--- src/rtl/alu_pkg.sv ---
// Shared ALU definitions: control codes (common with ALU_Control) and the
// execute-stage FSM encoding.
package alu_pkg;

  localparam logic [3:0] ALU_AND  = 4'b0000;
  localparam logic [3:0] ALU_OR   = 4'b0001;
  localparam logic [3:0] ALU_ADD  = 4'b0010;
  localparam logic [3:0] ALU_ADDR = 4'b0011;
  localparam logic [3:0] ALU_SUB  = 4'b0110;
  localparam logic [3:0] ALU_SLT  = 4'b0111;
  localparam logic [3:0] ALU_SLL  = 4'b1000;
  localparam logic [3:0] ALU_SRL  = 4'b1001;
  localparam logic [3:0] ALU_NOR  = 4'b1100;

  typedef enum logic [1:0] {
    ST_IDLE  = 2'b00,
    ST_SHIFT = 2'b01,
    ST_HOLD  = 2'b10
  } state_t;

  function automatic logic is_shift(input logic [3:0] code);
    return (code == ALU_SLL) || (code == ALU_SRL);
  endfunction

endpackage

--- src/rtl/alu_comb_core.sv ---
// Single-cycle ALU operations and signed overflow. Shift codes are legal
// here but produce 0; the execute stage runs them on its own shifter.
module alu_comb_core
  import alu_pkg::*;
#(
  parameter int WIDTH = 32
) (
  input  logic [3:0]       alu_ctrl,
  input  logic [WIDTH-1:0] op_a,
  input  logic [WIDTH-1:0] op_b,
  output logic [WIDTH-1:0] res,
  output logic             ovf,
  output logic             illegal
);

  logic [WIDTH-1:0] b_eff;
  logic [WIDTH-1:0] sum;
  logic             add_ovf;

  // Shared adder: SUB adds the two's complement of B.
  always_comb begin
    b_eff   = (alu_ctrl == ALU_SUB) ? (~op_b + WIDTH'(1)) : op_b;
    sum     = op_a + b_eff;
    add_ovf = (op_a[WIDTH-1] == b_eff[WIDTH-1]) && (sum[WIDTH-1] != op_a[WIDTH-1]);
  end

  // Operation select; overflow is only reported for add/sub.
  always_comb begin
    res     = '0;
    ovf     = 1'b0;
    illegal = 1'b0;
    case (alu_ctrl)
      ALU_ADD, ALU_ADDR, ALU_SUB: begin
        res = sum;
        ovf = add_ovf;
      end
      ALU_AND: res = op_a & op_b;
      ALU_OR:  res = op_a | op_b;
      ALU_NOR: res = ~(op_a | op_b);
      ALU_SLT: res = {{(WIDTH-1){1'b0}}, ($signed(op_a) < $signed(op_b))};
      ALU_SLL, ALU_SRL: res = '0;
      default: illegal = 1'b1;
    endcase
  end

endmodule

--- src/rtl/alu_exec_stage.sv ---
// ALU execute stage: registered result with valid/ready on both sides.
// Logical shifts run 1 bit per cycle from a working register.
//
//   state    | meaning
//   ---------+---------------------------------------------------------
//   ST_IDLE  | no result held, ready for a new op
//   ST_SHIFT | iterative shift in progress, upstream stalled
//   ST_HOLD  | result valid, held until consumer takes it
module alu_exec_stage
  import alu_pkg::*;
#(
  parameter int WIDTH = 32,
  parameter int SHW   = 5
) (
  input  logic             clk,
  input  logic             rst,
  input  logic             in_valid,
  output logic             in_ready,
  input  logic [3:0]       alu_ctrl,
  input  logic [WIDTH-1:0] op_a,
  input  logic [WIDTH-1:0] op_b,
  input  logic [SHW-1:0]   shamt,
  output logic             out_valid,
  input  logic             out_ready,
  output logic [WIDTH-1:0] result,
  output logic             zero,
  output logic             overflow,
  output logic             illegal
);

  state_t           state_q, state_n;
  logic [WIDTH-1:0] work_q;
  logic [SHW-1:0]   cnt_q;
  logic             dir_right_q;

  logic             accept;
  logic             shift_op;
  logic             shift_last;
  logic [WIDTH-1:0] work_nxt;
  logic [WIDTH-1:0] core_res;
  logic             core_ovf;
  logic             core_ill;

  alu_comb_core #(.WIDTH(WIDTH)) u_core (
    .alu_ctrl (alu_ctrl),
    .op_a     (op_a),
    .op_b     (op_b),
    .res      (core_res),
    .ovf      (core_ovf),
    .illegal  (core_ill)
  );

  // Handshake and shifter control decode.
  always_comb begin
    in_ready   = (state_q == ST_IDLE) || ((state_q == ST_HOLD) && out_ready);
    out_valid  = (state_q == ST_HOLD);
    accept     = in_valid && in_ready;
    shift_op   = is_shift(alu_ctrl);
    shift_last = (cnt_q == SHW'(1));
    work_nxt   = dir_right_q ? (work_q >> 1) : (work_q << 1);
  end

  // Next-state logic; HOLD accepts back-to-back exactly like IDLE.
  always_comb begin
    state_n = state_q;
    case (state_q)
      ST_IDLE, ST_HOLD: begin
        if (accept) begin
          state_n = (shift_op && (shamt != '0)) ? ST_SHIFT : ST_HOLD;
        end else if ((state_q == ST_HOLD) && out_ready) begin
          state_n = ST_IDLE;
        end
      end
      ST_SHIFT: if (shift_last) state_n = ST_HOLD;
      default:  state_n = ST_IDLE;
    endcase
  end

  // State register.
  always_ff @(posedge clk) begin
    if (rst) state_q <= ST_IDLE;
    else     state_q <= state_n;
  end

  // Result/flag registers and the iterative shifter; the last shift step
  // writes straight into result so HOLD follows the final shift directly.
  always_ff @(posedge clk) begin
    if (rst) begin
      result      <= '0;
      zero        <= 1'b0;
      overflow    <= 1'b0;
      illegal     <= 1'b0;
      work_q      <= '0;
      cnt_q       <= '0;
      dir_right_q <= 1'b0;
    end else if (accept) begin
      if (shift_op) begin
        overflow <= 1'b0;
        illegal  <= 1'b0;
        if (shamt == '0) begin
          result <= op_b;
          zero   <= (op_b == '0);
        end else begin
          result      <= '0;
          zero        <= 1'b0;
          work_q      <= op_b;
          cnt_q       <= shamt;
          dir_right_q <= (alu_ctrl == ALU_SRL);
        end
      end else begin
        result   <= core_res;
        zero     <= (core_res == '0);
        overflow <= core_ovf;
        illegal  <= core_ill;
      end
    end else if (state_q == ST_SHIFT) begin
      work_q <= work_nxt;
      cnt_q  <= cnt_q - SHW'(1);
      if (shift_last) begin
        result <= work_nxt;
        zero   <= (work_nxt == '0);
      end
    end
  end

endmodule
--- config.mk ---
export PLATFORM = sky130hd
export DESIGN_NAME = alu_exec_stage
export DESIGN_NICKNAME = d
export VERILOG_FILES = /design/src/rtl/alu_pkg.sv /design/src/rtl/alu_comb_core.sv /design/src/rtl/alu_exec_stage.sv
export SDC_FILE = /design/constraint.sdc
export NUM_CORES = 1
export LEC_CHECK = 0
export ABC_AREA = 1
export CAP_MARGIN = 20
export CORE_ASPECT_RATIO = 0.7
export CORE_MARGIN = 1
export CORE_UTILIZATION = 50
export DETAILED_ROUTE_END_ITERATION = 7
export GPL_TIMING_DRIVEN = 0
export PLACE_DENSITY_LB_ADDON = 0.1
export SLEW_MARGIN = 10
export SYNTH_ARGS = -nofsm -noshare
export SYNTH_HDL_FRONTEND = slang
export SYNTH_SLANG_ARGS = --single-unit
export TNS_END_PERCENT = 10
--- constraint.sdc ---
create_clock -name clk -period 6.4 [get_ports clk]
set_input_delay 0.64 -clock clk [delete_from_list [all_inputs] [get_ports clk]]
set_output_delay 0.64 -clock clk [all_outputs]
set_load 0.02 [all_outputs]
Yosys cells after proc, flatten, opt, wreduce, memory -nomap -nowiden
Cells that the tools add are included.
{ "op_classes": {"magnitude_cmp": 1, "n_reduce_logical": 22, "eq_ne": 17, "muxes": 30, "add_sub_neg": 3, "n_bitwise": 5} }
{ "ops": {"columns": ["op", "count"], "rows": [
  ["two-way mux 32 bit", 11],
  ["one-hot mux 32 bit (5 select lines)", 1],
  ["logical NOT 32 bit", 3],
  ["inverter 32 bit", 2],
  ["adder 32 x 1 -> 32 bit (second input constant)", 1],
  ["adder 32 bit", 1],
  ["bitwise AND 32 bit", 1],
  ["less-than comparator 32 bit", 1],
  ["bitwise OR 32 bit", 1],
  ["two-way mux 5 bit", 4],
  ["equality test 4 bit (second input constant)", 3],
  ["two-way mux 1 bit", 9],
  ["OR reduction 9 bit", 1],
  ["equality test 4 x 2 -> 1 bit (second input constant)", 2],
  ["equality test 4 x 3 -> 1 bit (second input constant)", 2],
  ["two-way mux 2 bit", 4],
  ["AND reduction 3 bit", 2],
  ["equality test 5 x 1 -> 1 bit (second input constant)", 1],
  ["logical NOT 5 bit", 1],
  ["nonzero test 5 bit", 1],
  ["subtractor 5 x 1 -> 5 bit (second input constant)", 1],
  ["equality test 4 x 1 -> 1 bit (second input constant)", 1],
  ["logical AND 1 bit", 4],
  ["logical NOT 4 bit", 1],
  ["other kinds (15)", 19]
]} }
{ "totals": {"elab_cells": 86, "reg_bits": 75} }

Depth between registers and ports, before layout
Gate-level depths: netlist of the first run.
{ "depth": {"word_depth": 8, "mapped_depth": 31, "ltp_nobuf": 31} }

Hierarchy
A second synthesis of the first run with hierarchy kept.
{ "unflattened": {"cells_unflattened": 1673, "area_unflattened_um2": 9967.1} }
{ "modules_own_cells": {"columns": ["module", "instances", "area_each_um2", "seq_area_each_um2", "cells_each"], "rows": [
  ["alu_comb_core", 1, 5500.3, 0.0, 971],
  ["alu_exec_stage", 1, 4466.8, 1501.4, 702]
]} }

Least setup slack after synthesis of the first run
Ideal clock, no wire load.
{ "synth_timing": {"path_type": "in2reg", "from": "input op_b[1]", "to": "register zero", "required_ns": 6.333, "t_arrival_ns": 3.632, "path_stages": 29, "slack_ns": 2.700, "setup_time_ns": 0.067, "path_cell_list": "inv_1 -> ha_1 -> nand3_1 -> nor3_2 -> nand2_1 -> nor3_2 -> nand3_1 -> nor2_1 -> nand3_1 -> nor2_2 -> nor2_1 -> xor2_1 -> ha_1 -> nand2_1 -> nor2_1 -> inv_1 -> nor3_1 -> nand3_1 -> nand2_1 -> nand2_1 -> nand3_1 -> nand2_1 -> nor2_1 -> nand2_1 -> nor2_1 -> nand3_1 -> nand2_1 -> nand2_1 -> a21oi_2"} }
{ "synth_between": {"elab_chain_cells": 8, "word_cells_on_any_way": 14, "cone_classes": "add/sub: 2; order compare: 1; mux: 5; bitwise: 4; reduce/logical: 2"} }
{ "synth_rtl": {"columns": ["item", "line_no", "text"], "rows": [
  ["start: declaration", "alu_exec_stage.sv:21", "input logic [WIDTH-1:0] op_b,"],
  ["inverter 32 bit", "alu_comb_core.sv:22", "b_eff = (alu_ctrl == ALU_SUB) ? (~op_b + WIDTH'(1)) : op_b;"],
  ["adder 32 x 1 -> 32 bit", "alu_comb_core.sv:22", null],
  ["two-way mux 32 bit", "alu_comb_core.sv:22", null],
  ["adder 32 bit", "alu_comb_core.sv:23", "sum = op_a + b_eff;"],
  ["one-hot mux 32 bit (5 select lines)", "alu_comb_core.sv:32", "case (alu_ctrl)"],
  ["logical NOT 32 bit", "alu_exec_stage.sv:112", "zero <= (core_res == '0);"],
  ["two-way mux 1 bit *", "alu_exec_stage.sv:97", "if (shift_op) begin"],
  ["two-way mux 1 bit *", "alu_exec_stage.sv:96", "end else if (accept) begin"],
  ["end signal: assignment", "alu_exec_stage.sv:102", "zero <= (op_b == '0);"],
  ["end signal: assignment", "alu_exec_stage.sv:112", null],
  ["end signal: assignment", "alu_exec_stage.sv:121", "zero <= (work_nxt == '0);"],
  ["end: declaration", "alu_exec_stage.sv:26", "output logic zero,"]
]} }
Every way passes the cells marked *; elsewhere a longest branch is shown, timed or not.
A chain may end at the register's enable or synchronous reset.

Final worst setup path of the first run
{ "layout_timing": {"from": "input alu_ctrl[2]", "to": "register zero"} }
{ "layout_between": {"elab_chain_cells": 7, "word_cells_on_any_way": 17, "cone_classes": "add/sub: 1; eq/ne: 8; mux: 4; reduce/logical: 4"} }
{ "layout_rtl": {"columns": ["item", "line_no", "text"], "rows": [
  ["start: declaration", "alu_exec_stage.sv:19", "input logic [3:0] alu_ctrl,"],
  ["equality test 4 x 3 -> 1 bit", "alu_comb_core.sv:22, alu_comb_core.sv:32", null],
  ["two-way mux 32 bit", "alu_comb_core.sv:22", null],
  ["adder 32 bit", "alu_comb_core.sv:23", null],
  ["one-hot mux 32 bit (5 select lines)", "alu_comb_core.sv:32", null],
  ["logical NOT 32 bit", "alu_exec_stage.sv:112", null],
  ["two-way mux 1 bit *", "alu_exec_stage.sv:97", null],
  ["two-way mux 1 bit *", "alu_exec_stage.sv:96", null]
]} }
Marked as above.

==> metrics.md, run 1 <==
| Metric | Value |
|---|---|
| CP max FO | `10` |
| Die ar. | `19700 um^2` |
| Worst r2r dst | `zero` |
| Slowest cell on crit path | `clkdlybuf4s50_1` |
| Layout cells sized above 1 | `0.0358` |
| Least-Margin Pin Slew | `1.03 ns` |
| Final period util | `0.787` |
| Slowest stage delay, CP | `0.61 ns` |
| CTS clk-pin slew, worst paths | `0.06 ns` |
| Relative slew slack | `0.314` |
| Synth top cells by count | `453 x nand2_1, 224 x inv_1, 155 x nor2_1` |
| Die span in x | `167 um` |
| Post-synthesis sequential area ratio | `0.157` |
| Routed len/inst | `19.1 um` |
| Top post-synthesis cells by area | `nand2_1 18%, ha_1 18%, dfxtp_1 16%` |
| Vias in the first global route | `10178` |
| Layout Skew | `0.00669 ns` |
| Syn Nets | `1817` |
| Result of the run | `finished clean` |
| Core ar. | `18400 um^2` |
| Count leader, synth | `nand2_1` |
| Worst path cell trace | `clkdlybuf4s50_1 > nand3_1 > nor2_4 > inv_1 > clkbuf_1 > nor2_1 > xor2_1 > ha_1 > nand2_1 > nor2_1 > and2_1 > nand2_1 > nand2_1 > nand2_1 > a31oi_1 > nand3_1 > nor2_1 > nand2_1 > nor2_1 > nand3_1 > nand2_1 > nand2_1 > a21oi_2` |
| Worst VDD drop | `0.140 mV` |
| Synthesis-to-layout area growth | `18.3%` |
| Combinational share of power | `0.423` |
| Netlist cell types | `43` |
| Reg2reg path depth | `11` |
| R2R Path Start | `dir_right_q` |
| Post-CTS setup buffers | `0` |
| DIE HEIGHT | `118 um` |
| Unrepaired setup endpoints after global routing | `no` |
| #FFs+latches synth | `75` |
| Leak | `5.65 nW` |
| Yosys top cell by area | `nand2_1` |
| Sw frac | `0.405` |
| PwrDens | `168 nW/um^2` |
| Syn Inst Count | `1604` |
| Tot Pwr | `1.91 mW` |
| Net Sw Power | `0.772 mW` |
| Antenna violation net count after detailed routing | `0` |
| Clock root buffer master | `clkbuf_16` |
| Critical Path AT | `5.31 ns` |
| FFs w/ async S/R, synth | `0` |
| Final Hold Fails | `0` |
| F_max | `0.199 GHz` |
| Mapped Area | `9590 um^2` |
| Iteration-0 DRC Markers | `1303` |
| Setup crit end kind | `register` |
| Count of hold-fix buffers inserted at cts | `0` |
| Htree depth | `3` |
| Layout Nets | `1941` |
| Critical path type | `in -> reg` |
| Starting density of the core | `0.522` |
| Tot GR Track Use | `0.377` |
| Initial antenna violation count | `0` |
| Top Ports | `114` |
| Vias | `11443` |
| Share of power burned in registers | `0.278` |
| Pin count of the biggest net entering global routing | `14` |
| Avg Inst Size Synth | `5.98 um^2` |
| Number of flops mapped to enable cells by yosys | `0` |
| R2r setup slk | `3.48 ns` |
| Post_cts resized | `0` |
| Placer Congestion | `0.993` |
| GR Overflow Total | `0` |
| Total of max-cap violations | `0` |
| Crit path from | `alu_ctrl[2]` |
| Drt first pass iters | `6` |
| Yosys Warn Count | `0` |
| Final setup fails | `0` |
| Vias per inst | `5.81` |
| CTS Buf Count | `9` |
| Hold Path Sink | `illegal` |
| HP Class | `reg -> reg` |
| Crit-path most repeated cell | `nand2_1` |
| Worst-Skew Late Latency | `0.34 ns` |
| CTS tree | `built` |
| Min Clock Period, post-route | `5.04 ns` |
| Synth top area share | `0.177` |
| Hold path cells | `2` |
| Setup crit start kind | `primary input` |
| Ys flop type | `dfxtp_1` |
| CTS Sinks | `75` |
| Clock Power Share | `0.300` |
| N_diodes | `0` |
| CTS max path bufs | `2` |
| Port Buffers | `113` |
| Filler cells | `1827` |
| Internal cell power | `1.14 mW` |
| Final Max Slew Viols | `0` |
| First-pass GRT wire length | `57500 um` |
| Routed WL | `37600 um` |
| Min-delay src | `illegal` |
| Std-Cell Rows | `41` |
| DRC errors left | `0` |
| Post-detail-place hpwl | `30900 um` |
| CP required | `6.67 ns` |
| Setup TNS | `0 ns` |
## state kept, by name, summed over array words and instances, names as in the netlist
| register | cells |
|---|---|
| cnt_q | 5 |
| overflow | 1 |
| zero | 1 |
| dir_right_q | 1 |
| state_q | 2 |
| work_q | 32 |
| result | 32 |
| illegal | 1 |
## stage by stage
stage / cells / hold WS, ns / instance area [um^2] / setup WS (ns) / utilization
after global placement: 1953 / 0.456 / 11000 / 1.20 / 0.600
final: 1969 / 0.473 / 11300 / 1.36 / 0.617
after global routing: 1969 / 0.500 / 11300 / 0.910 / 0.617
after CTS: 1969 / 0.473 / 11300 / 1.48 / 0.617
after detailed placement: 1953 / 0.464 / 11000 / 1.16 / 0.600
after floorplan: 1604 / 0.453 / 9590 / 2.70 / -
## cells by family (layout without fill, tap and decap cells)
logic type	after synthesis	after routing	synth area share
buf+inv	282	411	0.113
compound gates	297	297	0.183
xor+xnor	33	33	0.0302
fa+ha+maj	136	136	0.178
flops	75	75	0.157
simple gates	781	781	0.340
## layer usage
| layer | global-route usage | wire [um] |
|---|---|---|
| met5 | 0 | 0 |
| met4 | 0.0677 | 647 |
| met2 | 0.552 | 15100 |
| met1 | 0.547 | 17300 |
| met3 | 0.102 | 4560 |
## how the worst max path moves through the flow
stage	endpoint
6_report	zero
5_1_grt	zero
4_1_cts	zero
3_5_place_dp	zero
3_3_place_gp	zero
2_1_floorplan	zero
## final cells by class
cell class	count	area (um^2)	share of cell area
well taps	236	295	0.0260
clock buffers	10	239	0.0211
plain buffers	52	215	0.0190
flip-flops and latches	75	1500	0.132
clock inverters	6	88.8	0.00783
inverters	230	863	0.0761
multi-input cells	1247	7010	0.618
repair buffers	113	1130	0.0997
## cells in the final DEF (no fill, tap or decap), types with 16 or more instances in the layout
master | Yosys | routed
clkdlybuf4s50_1 | 0 | 113
nand3_1 | 103 | 103
nor3_1 | 17 | 17
buf_2 | 16 | 16
a21oi_1 | 87 | 87
a31oi_1 | 40 | 40
clkbuf_1 | 28 | 28
nor2_1 | 155 | 155
inv_1 | 224 | 224
o21ai_0 | 103 | 103
dfxtp_1 | 75 | 75
a221oi_1 | 21 | 21
nand2_1 | 453 | 453
xor2_1 | 31 | 31
ha_1 | 135 | 135
## critical path, delay by kind of cell
family | cells | cell delay [ns]
simple gates | 16 | 2.56
buf+inv | 3 | 1.19
compound gates | 2 | 0.44
fa+ha+maj | 1 | 0.37
xor+xnor | 1 | 0.11
## power groups by stage
stage               Clock [mW]  Sequential, mW  Combinational (mW)
floorplan                    0           0.552               0.465
global placement             0           0.538               0.770
detailed placement           0           0.538               0.779
CTS                      0.565           0.528               0.784
global route             0.591           0.533               0.887
finish                   0.572           0.530               0.806
No activity file was read; power rests on OpenSTA's default activity.
==> inputs of run 2 (changes only) <==
Clock period 6.4 ns to 4.95 ns, I/O delays scaled along.
==> run 2 against run 1 <==
Compared with the run above:
- sequential power is 29% higher
- register-to-register slack worse by 1.5 ns
- global-route usage is the same
- largest power group unchanged
- critical endpoint unchanged
- largest cell class unchanged
- final cell count rose by 0.15%
==> metrics.md, run 2 (synthesized netlist as in run 1, its figures left out) <==
| Metric | Value |
|---|---|
| Final period util | `0.942` |
| Slowest cell on crit path | `clkdlybuf4s50_1` |
| Vias per inst | `5.84` |
| Starting density of the core | `0.522` |
| Slowest stage delay, CP | `0.51 ns` |
| Count of hold-fix buffers inserted at cts | `0` |
| Share of power burned in registers | `0.277` |
| Clock root buffer master | `clkbuf_16` |
| Iteration-0 DRC Markers | `1242` |
| N_diodes | `0` |
| Final Hold Fails | `0` |
| Filler cells | `1821` |
| Tot GR Track Use | `0.377` |
| Result of the run | `finished clean` |
| Critical path type | `in -> reg` |
| Top delay family on crit path | `simple AND/OR/NAND/NOR gates` |
| Least-Margin Pin Slew | `1.03 ns` |
| Port Buffers | `113` |
| Synthesis-to-layout area growth | `18.8%` |
| Critical Path AT | `4.93 ns` |
| Final core occ | `0.620` |
| CP max FO | `6` |
| Pre-CTS WS | `-0.141 ns` |
| First-pass GRT wire length | `57500 um` |
| Placer Congestion | `0.993` |
| Antenna violation net count after detailed routing | `0` |
| Final Max Slew Viols | `0` |
| Post-route setup slack | `0.285 ns` |
| Setup TNS | `0 ns` |
| PwrDens | `217 nW/um^2` |
| Routed WL | `37500 um` |
| Leak | `5.67 nW` |
| Htree depth | `3` |
| Initial antenna violation count | `0` |
| Layout cells sized above 1 | `0.0438` |
| Most common cell after layout, fill and taps aside | `nand2_1` |
| Drt first pass iters | `7` |
| Net Sw Power | `1.00 mW` |
| Setup crit end kind | `register` |
| R2r setup slk | `1.97 ns` |
| HP Class | `reg -> reg` |
| Layout Nets | `1944` |
| CTS max path bufs | `2` |
| Worst VDD drop | `0.179 mV` |
| Core ar. | `18400 um^2` |
| Largest regs | `result (32), work_q (32), cnt_q (5)` |
| CTS Buf Count | `9` |
| Internal cell power | `1.47 mW` |
| Layout Skew | `0.0112 ns` |
| Vias | `11520` |
| Final setup fails | `0` |
| Setup crit start kind | `primary input` |
| Top Ports | `114` |
| CTS Sinks | `75` |
| Clock Power Share | `0.300` |
| Routed len/inst | `19.0 um` |
| Total of max-cap violations | `0` |
| Min Clock Period, post-route | `4.67 ns` |
| F_max | `0.214 GHz` |
| Pin count of the biggest net entering global routing | `14` |
| Vias in the first global route | `10178` |
| CTS tree | `built` |
| Commonest cells after routing, fill and taps aside | `453 x nand2_1, 222 x inv_1, 152 x nor2_1` |
| Crit path from | `op_b[2]` |
| Sw frac | `0.405` |
| CP required | `5.22 ns` |
| Combinational share of power | `0.423` |
| Die ar. | `19700 um^2` |
| CTS clk-pin slew, worst paths | `0.06 ns` |
| Relative slew slack | `0.314` |
| Die span in x | `167 um` |
| Unrepaired setup endpoints after global routing | `no` |
| Min-delay src | `illegal` |
| Worst-Skew Late Latency | `0.35 ns` |
| DIE HEIGHT | `118 um` |
| Post-detail-place hpwl | `30900 um` |
| Crit path buffers/inverters | `2` |
| R2R Path Start | `dir_right_q` |
| Crit-path most repeated cell | `nand2_1` |
| DRC errors left | `0` |
| GR Overflow Total | `0` |
| Std-Cell Rows | `41` |
## run 2: layout make-up
cell class                      count  area, um^2  area share
Clock inverter                      6        88.8     0.00780
Timing Repair Buffer              117        1160       0.102
Buffer                             51         213      0.0187
Clock buffer                       10         239      0.0210
Tap cell                          236         295      0.0259
Multi-Input combinational cell   1247        7030       0.617
Inverter                          230         863      0.0758
Sequential cell                    75        1500       0.132
## run 2: worst reg2reg max path, cell delays in order (launching register included)
cell	delay [ns]
dfxtp_1	0.30
buf_2	0.25
inv_1	0.08
buf_2	0.21
buf_1	0.34
nand2_1	0.15
nand2_1	0.08
nor4_1	0.64
nand4_1	0.23
nor4_1	0.38
a21oi_1	0.11
a21oi_2	0.14
## run 2: what timing repair did
action	CTS	global route
gates resized for setup	0	12
setup buffers	0	4
endpoints found under the hold margin	0	0
setup endpoints to repair	0	4
## run 2: stage by stage
stage	cells	area, um^2	hold slack [ns]	total power, mW
global placement	1953	11000	0.456	1.69
global route	1972	11400	0.500	2.61
CTS	1969	11300	0.473	2.43
finish	1972	11400	0.471	2.47
detailed placement	1953	11000	0.464	1.70
floorplan	1604	9590	0.453	1.32
## run 2: power by group through the flow
stage	clock network (mW)	registers, mW	logic (mW)
2_1_floorplan	0	0.714	0.602
3_5_place_dp	0	0.695	1.01
4_1_cts	0.730	0.683	1.01
6_report	0.741	0.685	1.05
5_1_grt	0.764	0.689	1.15
3_3_place_gp	0	0.696	0.996
## run 2: worst paths after layout
kind,depth (start not counted),end
setup / recovery,25,zero
setup reg to reg,11,zero
hold / removal,2,illegal
hold reg to reg,2,illegal
## run 2: layer usage
layer  up-vias  track usage  wire, um
met5         -            0         0
li1       5511            -         -
met2       726        0.552     15000
met3        59        0.102      4890
met1      5224        0.547     17000
met4         0       0.0677       623
==> inputs of run 3 (changes only) <==
Settings changed: ABC_CLOCK_PERIOD_IN_PS from default to 4950.
==> results of run 3 <==
The final DEF is identical to that of run 2; final timing and power are the same.
